File: src/rtl/masked_dom_and_pipe_if.sv
`default_nettype none
// ============================================================================
//  Module      : masked_dom_and_pipe_if
//  Description : Operand / result handshake bundle for the masked DOM AND
//                pipeline. master = producer/consumer side, slave = pipeline.
//                  in_x, in_y   share k at [k*W +: W]
//                  in_rand      pairwise mask q at [q*W +: W]
//                  in_valid / in_ready    operand handshake
//                  out_z / out_valid / out_ready  result handshake
//  Revision    : 1.0  initial release
// ============================================================================
interface masked_dom_and_pipe_if #(
   parameter int NUM_SHARES = 2,
   parameter int W          = 4
);
   localparam int NQ = NUM_SHARES * (NUM_SHARES - 1) / 2;

   logic [NUM_SHARES*W-1:0] in_x;
   logic [NUM_SHARES*W-1:0] in_y;
   logic [NQ*W-1:0]         in_rand;
   logic                    in_valid;
   logic                    in_ready;
   logic [NUM_SHARES*W-1:0] out_z;
   logic                    out_valid;
   logic                    out_ready;

   modport master (
      output in_x, in_y, in_rand, in_valid, out_ready,
      input  in_ready, out_z, out_valid
   );

   modport slave (
      input  in_x, in_y, in_rand, in_valid, out_ready,
      output in_ready, out_z, out_valid
   );
endinterface
`default_nettype wire

File: src/rtl/masked_dom_and_pipe.sv
`default_nettype none
// ============================================================================
//  Module      : masked_dom_and_pipe
//  Description : N-share domain-oriented-masking bitwise AND, z = x & y.
//                Stage 1 registers inner terms x_i&y_i and re-masked cross
//                terms (x_i&y_j)^r{i,j}; stage 2 compresses each domain and
//                registers the result. valid/ready with backpressure.
//  Ports       : in_clock    rising-edge clock
//                in_reset_n  asynchronous active-low reset
//                bus         masked_dom_and_pipe_if.slave (operands, masks,
//                            result and both handshakes)
//  Revision    : 1.0  initial release
// ============================================================================
module masked_dom_and_pipe #(
   parameter int NUM_SHARES = 2,
   parameter int W          = 4
) (
   input  wire logic             in_clock,
   input  wire logic             in_reset_n,
   masked_dom_and_pipe_if.slave  bus
);

   function automatic int num_quad(input int n);
      return n * (n - 1) / 2;
   endfunction

   // Pairs {a,b}, a<b, are numbered row-major: (0,1),(0,2),..,(1,2),...
   function automatic int qindex(input int i, input int j, input int n);
      int a;
      int b;
      a = (i < j) ? i : j;
      b = (i < j) ? j : i;
      return a * n - (a * (a + 1)) / 2 + (b - a - 1);
   endfunction

   localparam int NQ = num_quad(NUM_SHARES);

   if (NUM_SHARES < 2) begin : g_bad_shares
      $error("masked_dom_and_pipe: NUM_SHARES must be >= 2");
   end

   logic [NUM_SHARES*W-1:0] w_x;
   logic [NUM_SHARES*W-1:0] w_y;
   logic [NQ*W-1:0]         w_rand;

   assign w_x    = bus.in_x;
   assign w_y    = bus.in_y;
   assign w_rand = bus.in_rand;

   // ---------------------------------------------------------------------
   // Handshake
   // ---------------------------------------------------------------------
   logic r_s1_valid;
   logic r_s2_valid;
   logic w_s2_adv;
   logic w_s1_adv;
   logic w_accept;

   assign w_s2_adv     = ~r_s2_valid | bus.out_ready;
   assign w_s1_adv     = r_s1_valid & w_s2_adv;
   assign bus.in_ready = ~r_s1_valid | w_s2_adv;
   assign w_accept     = bus.in_valid & bus.in_ready;

   // ---------------------------------------------------------------------
   // Stage 1: term matrix. Diagonal = inner domain product, off-diagonal =
   // cross product blinded by the mask shared between domains i and j.
   // ---------------------------------------------------------------------
   logic [W-1:0] w_t [NUM_SHARES][NUM_SHARES];
   logic [W-1:0] r_t [NUM_SHARES][NUM_SHARES];

   for (genvar gi = 0; gi < NUM_SHARES; gi++) begin : g_row
      for (genvar gj = 0; gj < NUM_SHARES; gj++) begin : g_col
         if (gi == gj) begin : g_inner
            assign w_t[gi][gj] = w_x[gi*W +: W] & w_y[gi*W +: W];
         end else begin : g_cross
            localparam int Q = qindex(gi, gj, NUM_SHARES);
            assign w_t[gi][gj] = (w_x[gi*W +: W] & w_y[gj*W +: W]) ^ w_rand[Q*W +: W];
         end
      end
   end

   // Masks are only captured on accept; in_rand is ignored otherwise.
   always_ff @(posedge in_clock or negedge in_reset_n) begin
      if (!in_reset_n) begin
         r_s1_valid <= 1'b0;
         for (int i = 0; i < NUM_SHARES; i++) begin
            for (int j = 0; j < NUM_SHARES; j++) begin
               r_t[i][j] <= '0;
            end
         end
      end else begin
         if (w_accept) begin
            r_s1_valid <= 1'b1;
            r_t        <= w_t;
         end else if (w_s1_adv) begin
            r_s1_valid <= 1'b0;
         end
      end
   end

   // ---------------------------------------------------------------------
   // Stage 2: per-domain compression of registered terms only, so no
   // unmasked recombination can glitch through from the inputs.
   // ---------------------------------------------------------------------
   logic [NUM_SHARES*W-1:0] w_z;
   logic [NUM_SHARES*W-1:0] r_z;

   always_comb begin
      w_z = '0;
      for (int i = 0; i < NUM_SHARES; i++) begin
         for (int j = 0; j < NUM_SHARES; j++) begin
            w_z[i*W +: W] = w_z[i*W +: W] ^ r_t[i][j];
         end
      end
   end

   always_ff @(posedge in_clock or negedge in_reset_n) begin
      if (!in_reset_n) begin
         r_s2_valid <= 1'b0;
         r_z        <= '0;
      end else begin
         if (w_s1_adv) begin
            r_s2_valid <= 1'b1;
            r_z        <= w_z;
         end else if (bus.out_ready) begin
            r_s2_valid <= 1'b0;
         end
      end
   end

   assign bus.out_valid = r_s2_valid;
   assign bus.out_z     = r_z;

endmodule
`default_nettype wire

File: src/flat_wrapper.sv
// flat-port wrapper written by rule: the top's interface ports become plain ports
module masked_dom_and_pipe_flat 
#(
   parameter int NUM_SHARES = 2,
   parameter int W          = 4
)
  (in_clock, in_reset_n, bus_in_x, bus_in_y, bus_in_rand, bus_in_valid, bus_out_ready, bus_in_ready, bus_out_z, bus_out_valid);
  masked_dom_and_pipe_if #(.NUM_SHARES(NUM_SHARES), .W(W)) bus_i ();
  input  wire logic in_clock;
  input  wire logic in_reset_n;
  input wire logic [$bits(bus_i.in_x)-1:0] bus_in_x;
  input wire logic [$bits(bus_i.in_y)-1:0] bus_in_y;
  input wire logic [$bits(bus_i.in_rand)-1:0] bus_in_rand;
  input wire logic [$bits(bus_i.in_valid)-1:0] bus_in_valid;
  input wire logic [$bits(bus_i.out_ready)-1:0] bus_out_ready;
  output wire logic [$bits(bus_i.in_ready)-1:0] bus_in_ready;
  output wire logic [$bits(bus_i.out_z)-1:0] bus_out_z;
  output wire logic [$bits(bus_i.out_valid)-1:0] bus_out_valid;
  assign bus_i.in_x = bus_in_x;
  assign bus_i.in_y = bus_in_y;
  assign bus_i.in_rand = bus_in_rand;
  assign bus_i.in_valid = bus_in_valid;
  assign bus_i.out_ready = bus_out_ready;
  assign bus_in_ready = bus_i.in_ready;
  assign bus_out_z = bus_i.out_z;
  assign bus_out_valid = bus_i.out_valid;
  masked_dom_and_pipe #(.NUM_SHARES(NUM_SHARES), .W(W)) u_core (.in_clock(in_clock), .in_reset_n(in_reset_n), .bus(bus_i));
endmodule
File: config.mk
export PLATFORM = sky130hd
export DESIGN_NAME = masked_dom_and_pipe_flat
export DESIGN_NICKNAME = d
export VERILOG_FILES = /design/src/rtl/masked_dom_and_pipe_if.sv /design/src/rtl/masked_dom_and_pipe.sv /design/src/flat_wrapper.sv
export SDC_FILE = /design/constraint.sdc
export NUM_CORES = 1
export LEC_CHECK = 0
export CAP_MARGIN = 20
export CORE_UTILIZATION = 50
export CTS_CLUSTER_DIAMETER = 120
export DETAILED_ROUTE_END_ITERATION = 12
export HOLD_SLACK_MARGIN = 0.02
export PLACE_DENSITY_LB_ADDON = 0.1
export SYNTH_ARGS = -nofsm -noshare
export SYNTH_HDL_FRONTEND = slang
export SYNTH_SLANG_ARGS = --single-unit
File: constraint.sdc
create_clock -name in_clock -period 3.4 [get_ports in_clock]
set_input_delay 0.51 -clock in_clock [delete_from_list [all_inputs] [get_ports in_clock]]
set_output_delay 0.51 -clock in_clock [all_outputs]
set_load 0.1 [all_outputs]
Word-level counts from Yosys, hierarchy flattened --
Cells that the tools add are included.
Storage, ports and cells: word-level logic and storage cells 27, bits of input ports 24, register bits after elaboration 26, output and inout bits 10
Operators by class: bitwise operators 14, reductions and logical operators 2, muxes and demuxes 4
Operators by type and width (count):
- $and 4x4->4 | 4
- $xor 4x4->4 | 4
- $mux 1 | 4
- $reduce_bool 2->1 | 2
- $and 1x1->1 | 2
- $not 1->1 | 2
- $or 1x1->1 | 2

Longest topological paths before layout --
Gate-level depths: netlist of run 1.
depth after elaboration 5, depth in mapped cells 5, mapped depth without buffers 3

Worst setup path after synthesis of run 1 --
Ideal clock, no wire load.
path kind flip-flop to output port, start point register u_core.r_s2_valid (netlist: u_core.bus.out_valid), end point output port bus_in_ready, slack 0.821 ns, required time 2.890 ns, path buffers 1, arrival 2.069 ns, cell stages (with the launch flop) 3, path through dfrtp_1 > nand3b_4 > clkbuf_1
Between the ends: word-level cells in the longest chain between the ends 3
RTL lines:
- start, declared | RTL line masked_dom_and_pipe.sv:54 | logic r_s2_valid;
- start signal, assigned | RTL line masked_dom_and_pipe.sv:119 | r_s2_valid <= 1'b0;
- start signal, assigned | RTL line masked_dom_and_pipe.sv:123 | r_s2_valid <= 1'b1;
- start signal, assigned | RTL line masked_dom_and_pipe.sv:126 | r_s2_valid <= 1'b0;
- $not 1->1 | RTL line masked_dom_and_pipe.sv:59 | assign w_s2_adv = ~r_s2_valid | bus.out_ready;
- $or 1x1->1 | RTL line masked_dom_and_pipe.sv:59
- $or 1x1->1 | RTL line masked_dom_and_pipe.sv:61 | assign bus.in_ready = ~r_s1_valid | w_s2_adv;
- end, declared | RTL line flat_wrapper.sv:16 | output wire logic [$bits(bus_i.in_ready)-1:0] bus_in_ready;
No other way between the ends.

Worst setup path after layout of run 1 --
start point register u_core.r_s2_valid (netlist: u_core.bus.out_valid), end point output port bus_out_valid
RTL lines:
- end, declared | RTL line flat_wrapper.sv:18 | output wire logic [$bits(bus_i.out_valid)-1:0] bus_out_valid;
No word-level cell between the ends.

==> impl_metrics.json, run 1 <==
{
  "first_iter_violations": 13,
  "syn_area_per_cell_sq_um": 11.3,
  "ys_types": 17,
  "fin_crit_ns": 2.40,
  "start_util_pct": 54.2,
  "cts.reportedPaths.clkPinSlew_ns": 0.13,
  "yosysWarnings": 0,
  "hpwl_mm": 1.60,
  "yosysTopAreaCell": "dfrtp_1",
  "relSlewSlack_pct": 34.6,
  "drc_errors": 0,
  "io_pins": 34,
  "fillerInstances": 178,
  "crit_path_cell_trace": "clkdlybuf4s50_1",
  "first_global_vias": 865,
  "clockBufferDepth": 2,
  "cts_tree": "built",
  "clk_latency_ns": 0.31,
  "slowest_stage": "clkdlybuf4s50_1",
  "critPathBufInv": 1,
  "slew_viol_final": 0,
  "viasPerCell": 5.26,
  "fp.dieH_um": 51.6,
  "ant_nets": 0,
  "syn_area_sq_um": 1230,
  "synthFlopType": "dfrtp_1",
  "synth.top_cells.by_area": "dfrtp_1 (53%), xor2_1 (11%), mux2_2 (7.3%)",
  "grt_usage_pct": 19.2,
  "wl_mm": 2.21,
  "ctsHoldBuffers": 0,
  "yosysMostFrequentCell": "dfrtp_1",
  "dieArea_sq_um": 2670,
  "coreArea_sq_um": 2280,
  "placementRows": 17,
  "ir_drop_mv": 0.624,
  "synth_top_area_share_pct": 52.8,
  "port_buffers": 33,
  "cts_made_buffers": 3,
  "seq_area_frac_synth_pct": 52.8,
  "critPathMaxStageDelay_ns": 1.15,
  "fin_util_pct": 70.5,
  "post_drt_wl_per_cell_um": 13.0,
  "grt_max_degree": 27,
  "instances_no_fill": 170,
  "worst_ep_arrival_time_ns": 1.89,
  "outcome": "finished, final reports clean",
  "n_antenna_cell": 0,
  "cp_top_family": "buffers and inverters",
  "post-cts-setup-buffers": 0,
  "dr_total_vias": 895,
  "rsz0062_at_grt": "no",
  "hold_path_class": "reg -> reg",
  "gp_congestion": 0.712,
  "syn2layout_area_growth_pct": 30.2,
  "cts_resized": 0,
  "worstMarginPinSlew_ns": 0.978,
  "p_leak_nw": 0.672,
  "end_kind": "output pin",
  "drv_cap": 0,
  "gr-total-overflow": 0,
  "clock-root-buffer": "clkbuf_4",
  "path_class": "reg -> out",
  "critical_path_required_ns": 2.89,
  "clock-sinks": 26,
  "powerDensity_nw_per_um2": 675,
  "synth_edf_count": 0,
  "ys_ff_latch": 26,
  "placed_cells": 166,
  "layout_worst_path_cycle_share_pct": 70.6,
  "ys_async_sr_fraction_pct": 100,
  "nets": 167,
  "setup_viol": 0,
  "max_freq_mhz": 417,
  "tns_ns": 0,
  "synth_nets": 133,
  "grt_antenna_before_repair": 0,
  "cp-start-kind": "flop",
  "htreeDepth": 1,
  "ys_top_cells_by_count": "dfrtp_1 (26), xor2_1 (16), nand2_1 (9)",
  "die_x_um": 51.6,
  "hold_violations": 0,
  "critPathMaxFanout": 3,
  "syn_inst": 109,
  "drive_above_1_share_pct": 17.6,
  "grt_pass1_wl_mm": 3.68,
  "fin_skew_ns": 0.000785,
  "drtPass1Iterations": 4
}
## per-layer routing
layer | routed length (um) | global-route usage, %
met4 | 12 | 8.56
met2 | 1170 | 34.2
met5 | 0 | 0
met1 | 949 | 22.6
met3 | 74 | 2.92
## worst register-to-register path, delay by kind of cell (launching register included)
| family | cells | cell delay (ns) |
|---|---|---|
| simple gates | 2 | 0.87 |
| flops | 1 | 0.44 |
| compound gates | 1 | 0.17 |
## where the power goes
part	leakage (nW)	switching (W)	internal (W)
sequential	0.304	0.0000357	0.000373
combinational	0.348	0.000372	0.000149
clock	0.0210	0.0000871	0.0000654
total	0.672	0.000495	0.000587
## logic make-up after synthesis
family,count (synthesis),synth area share (%)
and+or+nand+nor,22,10.5
muxes,8,7.31
AOI/OAI and AO/OA,24,12.8
xor gates and xnor gates,16,11.4
buffers and inverters,13,5.28
DFF,26,52.8
## sequential cells by signal (all words and copies together) (netlist names)
register and flops:
u_core.r_t 16, u_core.r_s1_valid 1, u_core.bus.out_valid 1, u_core.bus.out_z 8
## per-stage QoR
| step | worst slack, ns | total power, W | cell area (sq um) | hold WS (ns) |
|---|---|---|---|---|
| after floorplan | 0.821 | 0.000804 | 1230 | 0.214 |
| after global placement | 1.06 | 0.000931 | 1570 | 0.488 |
| after detailed placement | 0.985 | 0.000940 | 1570 | 0.494 |
| after CTS | 0.979 | 0.00109 | 1600 | 0.524 |
| after global routing | 0.943 | 0.00113 | 1600 | 0.534 |
| final | 1.00 | 0.00108 | 1600 | 0.521 |
## cell usage in the layout, fill, tap and decap left out, drive strengths merged
cell	count
clkdlybuf4s50	32
dfrtp	26
xor2	16
a21oi	16
nand2	9
inv	8
nand4	8
mux2	8
o21ai	8
clkbuf	4
nand2b	3
buf	2
nand3b	1
and2	1
## worst paths after layout
| check | startpoint | endpoint | slack (ns) | cells past startpoint |
|---|---|---|---|---|
| worst max register to register | u_core.bus.out_valid$_DFFE_PN0P_ | u_core.r_t[0]$_DFFE_PN0P_ | 1.79 | 3 |
| max in group asynchronous | in_reset_n | u_core.bus.out_z[2]$_DFFE_PN0P_ | 2.62 | 2 |
| min in group asynchronous | in_reset_n | u_core.bus.out_z[4]$_DFFE_PN0P_ | 0.54 | 2 |
| worst min-delay path | u_core.bus.out_z[3]$_DFFE_PN0P_ | u_core.bus.out_z[3]$_DFFE_PN0P_ | 0.52 | 1 |
| worst min register to register | u_core.bus.out_z[3]$_DFFE_PN0P_ | u_core.bus.out_z[3]$_DFFE_PN0P_ | 0.52 | 1 |
| worst max-delay path | u_core.bus.out_valid$_DFFE_PN0P_ | bus_out_valid | 1.00 | 1 |
## layout make-up
class / instances / area (sq um) / share of cell area [%]
clock buffer: 4 / 36.3 / 2.26
inverter: 8 / 30.0 / 1.87
multi-input combinational: 70 / 517 / 32.2
sequential: 26 / 651 / 40.6
tap: 28 / 35.0 / 2.18
timing repair buffer: 34 / 335 / 20.9
(Power assumes the default switching activity.)
==> run 2: changes to the inputs <==
CORE_UTILIZATION = 42   (was 50)
clock period = 2.15 ns   (was 3.4 ns; I/O delays follow)
==> run 2 against run 1 <==
Compared with the run above:
- via count shrank 0.89%
- largest cell class unchanged
- global-route usage down 4.3 points
- critical path type is now in -> out
- clock skew about the same
- die area is 18% higher
- cell count grew 2.4%
- non-clock buffer count up 2
- critical path depth up 3
- wire length fell by 2.3%
==> impl_metrics.json, run 2 (synthesized netlist as in run 1, its figures left out) <==
{
  "path_class": "in -> out",
  "wl_mm": 2.16,
  "slew_viol_final": 0,
  "worst_ep_arrival_time_ns": 1.38,
  "post-cts-setup-buffers": 0,
  "ant_nets": 0,
  "cts.reportedPaths.clkPinSlew_ns": 0.13,
  "rsz0062_at_grt": "no",
  "design_area_sq_um": 1600,
  "largest_reg_flops": 16,
  "max_freq_mhz": 588,
  "first_global_vias": 867,
  "coreArea_sq_um": 2760,
  "relSlewSlack_pct": 49.8,
  "grt_max_degree": 27,
  "io_pins": 34,
  "clockBufferDepth": 2,
  "nets": 169,
  "die_x_um": 56.2,
  "seqPwrFrac_pct": 39.4,
  "hpwl_mm": 1.53,
  "gp_congestion": 0.703,
  "fin_skew_ns": 0.000947,
  "p_sw_w": 0.000771,
  "port_buffers": 33,
  "ctsHoldBuffers": 0,
  "combPwrFrac_pct": 48.9,
  "place_area_sq_um": 1580,
  "syn2layout_area_growth_pct": 29.7,
  "drtPass1Iterations": 4,
  "cts_made_buffers": 3,
  "outcome": "finished, final reports clean",
  "dieArea_sq_um": 3160,
  "grt_usage_pct": 14.9,
  "start_util_pct": 44.7,
  "worstMarginPinSlew_ns": 0.753,
  "n_antenna_cell": 0,
  "clock-root-buffer": "clkbuf_4",
  "p_leak_nw": 0.687,
  "first_iter_violations": 11,
  "drive_above_1_share_pct": 24.5,
  "drc_errors": 0,
  "p_clk_share_pct": 11.7,
  "drv_cap": 0,
  "power_w": 0.00165,
  "placementRows": 19,
  "htreeDepth": 1,
  "viasPerCell": 5.10,
  "post_drt_wl_per_cell_um": 12.4,
  "final_common_cell": "dfrtp_1",
  "grt_antenna_before_repair": 0,
  "critPathMaxFanout": 18,
  "cp-start-kind": "input pin",
  "cts_resized": 0,
  "gr-total-overflow": 0,
  "critPathMaxStageDelay_ns": 0.47,
  "critPathLaunch": "bus_out_ready",
  "reg2reg_from": "u_core.bus.out_valid$_DFFE_PN0P_",
  "setup_viol": 0,
  "grt_pass1_wl_mm": 3.71,
  "hold_path_class": "in -> async",
  "hold_violations": 0,
  "fillerInstances": 238,
  "final_cell_mix": "dfrtp_1 (26), clkdlybuf4s50_1 (23), xor2_1 (16)",
  "intPower_w": 0.000876,
  "clock-sinks": 26,
  "tns_ns": 0,
  "fp.dieH_um": 56.2,
  "ir_drop_mv": 0.776,
  "crit_path_cell_trace": "clkdlybuf4s50_1, nand3b_4, buf_4, buf_12",
  "critical_path_required_ns": 1.83,
  "powerDensity_nw_per_um2": 1030,
  "clk_latency_ns": 0.30,
  "fin_crit_ns": 1.70,
  "cts_tree": "built",
  "layout_worst_path_cycle_share_pct": 79.1,
  "end_kind": "output pin",
  "p_sw_share_pct": 46.8,
  "dr_total_vias": 887,
  "slowest_stage": "clkdlybuf4s50_1",
  "regMostFlops": "u_core.r_t"
}
[run 2: path summary, 6_finish.rpt]
kind / to / slack, ns / cells past startpoint
max in group asynchronous: u_core.r_t[13]$_DFFE_PN0P_ / 1.54 / 2
hold / removal: u_core.bus.out_z[0]$_DFFE_PN0P_ / 0.36 / 2
setup reg to reg: u_core.r_t[15]$_DFFE_PN0P_ / 0.67 / 3
setup / recovery: bus_in_ready / 0.45 / 4
hold reg to reg: u_core.bus.out_z[0]$_DFFE_PN0P_ / 0.52 / 1
min in group in_clock: u_core.bus.out_z[0]$_DFFE_PN0P_ / 0.52 / 1
[run 2: worst max-delay path, delay by kind of cell]
family	cells	cell delay (ns)
buf+inv	3	0.92
simple gates	1	0.13
[run 2: power by group through the flow]
stage	registers, W	clock network [W]	logic (W)
finish	0.000649	0.000193	0.000806
global route	0.000662	0.000222	0.000841
CTS	0.000650	0.000206	0.000812
detailed placement	0.000661	0	0.000811
global placement	0.000656	0	0.000808
floorplan	0.00109	0	0.000182
[run 2: area by class of cell]
class,count,area [sq um],area share [%]
flip-flops and latches,26,651,40.7
repair buffers,36,340,21.3
inverters,8,30.0,1.88
multi-input cells,70,517,32.3
clock buffers,3,22.5,1.41
well taps,31,38.8,2.43
[run 2: stage by stage]
step	std cells	worst slack [ns]	utilization, %	hold slack (ns)
after detailed placement	171	0.257	57.2	0.495
after global placement	171	0.319	57.2	0.490
final	174	0.450	58.0	0.364
after CTS	174	0.437	58.0	0.366
after floorplan	109	0.0511	-	0.0269
after global routing	174	0.403	58.0	0.392
[run 2: routing by layer]
layer	vias to the layer above	global-route usage (%)	share of wire, %	routed length [um]
li1	435	-	-	-
met1	433	18.5	46	988
met2	17	26.0	49	1070
met3	2	3.26	3.8	82
met4	0	4.18	0.88	19
met5	-	0	0	0
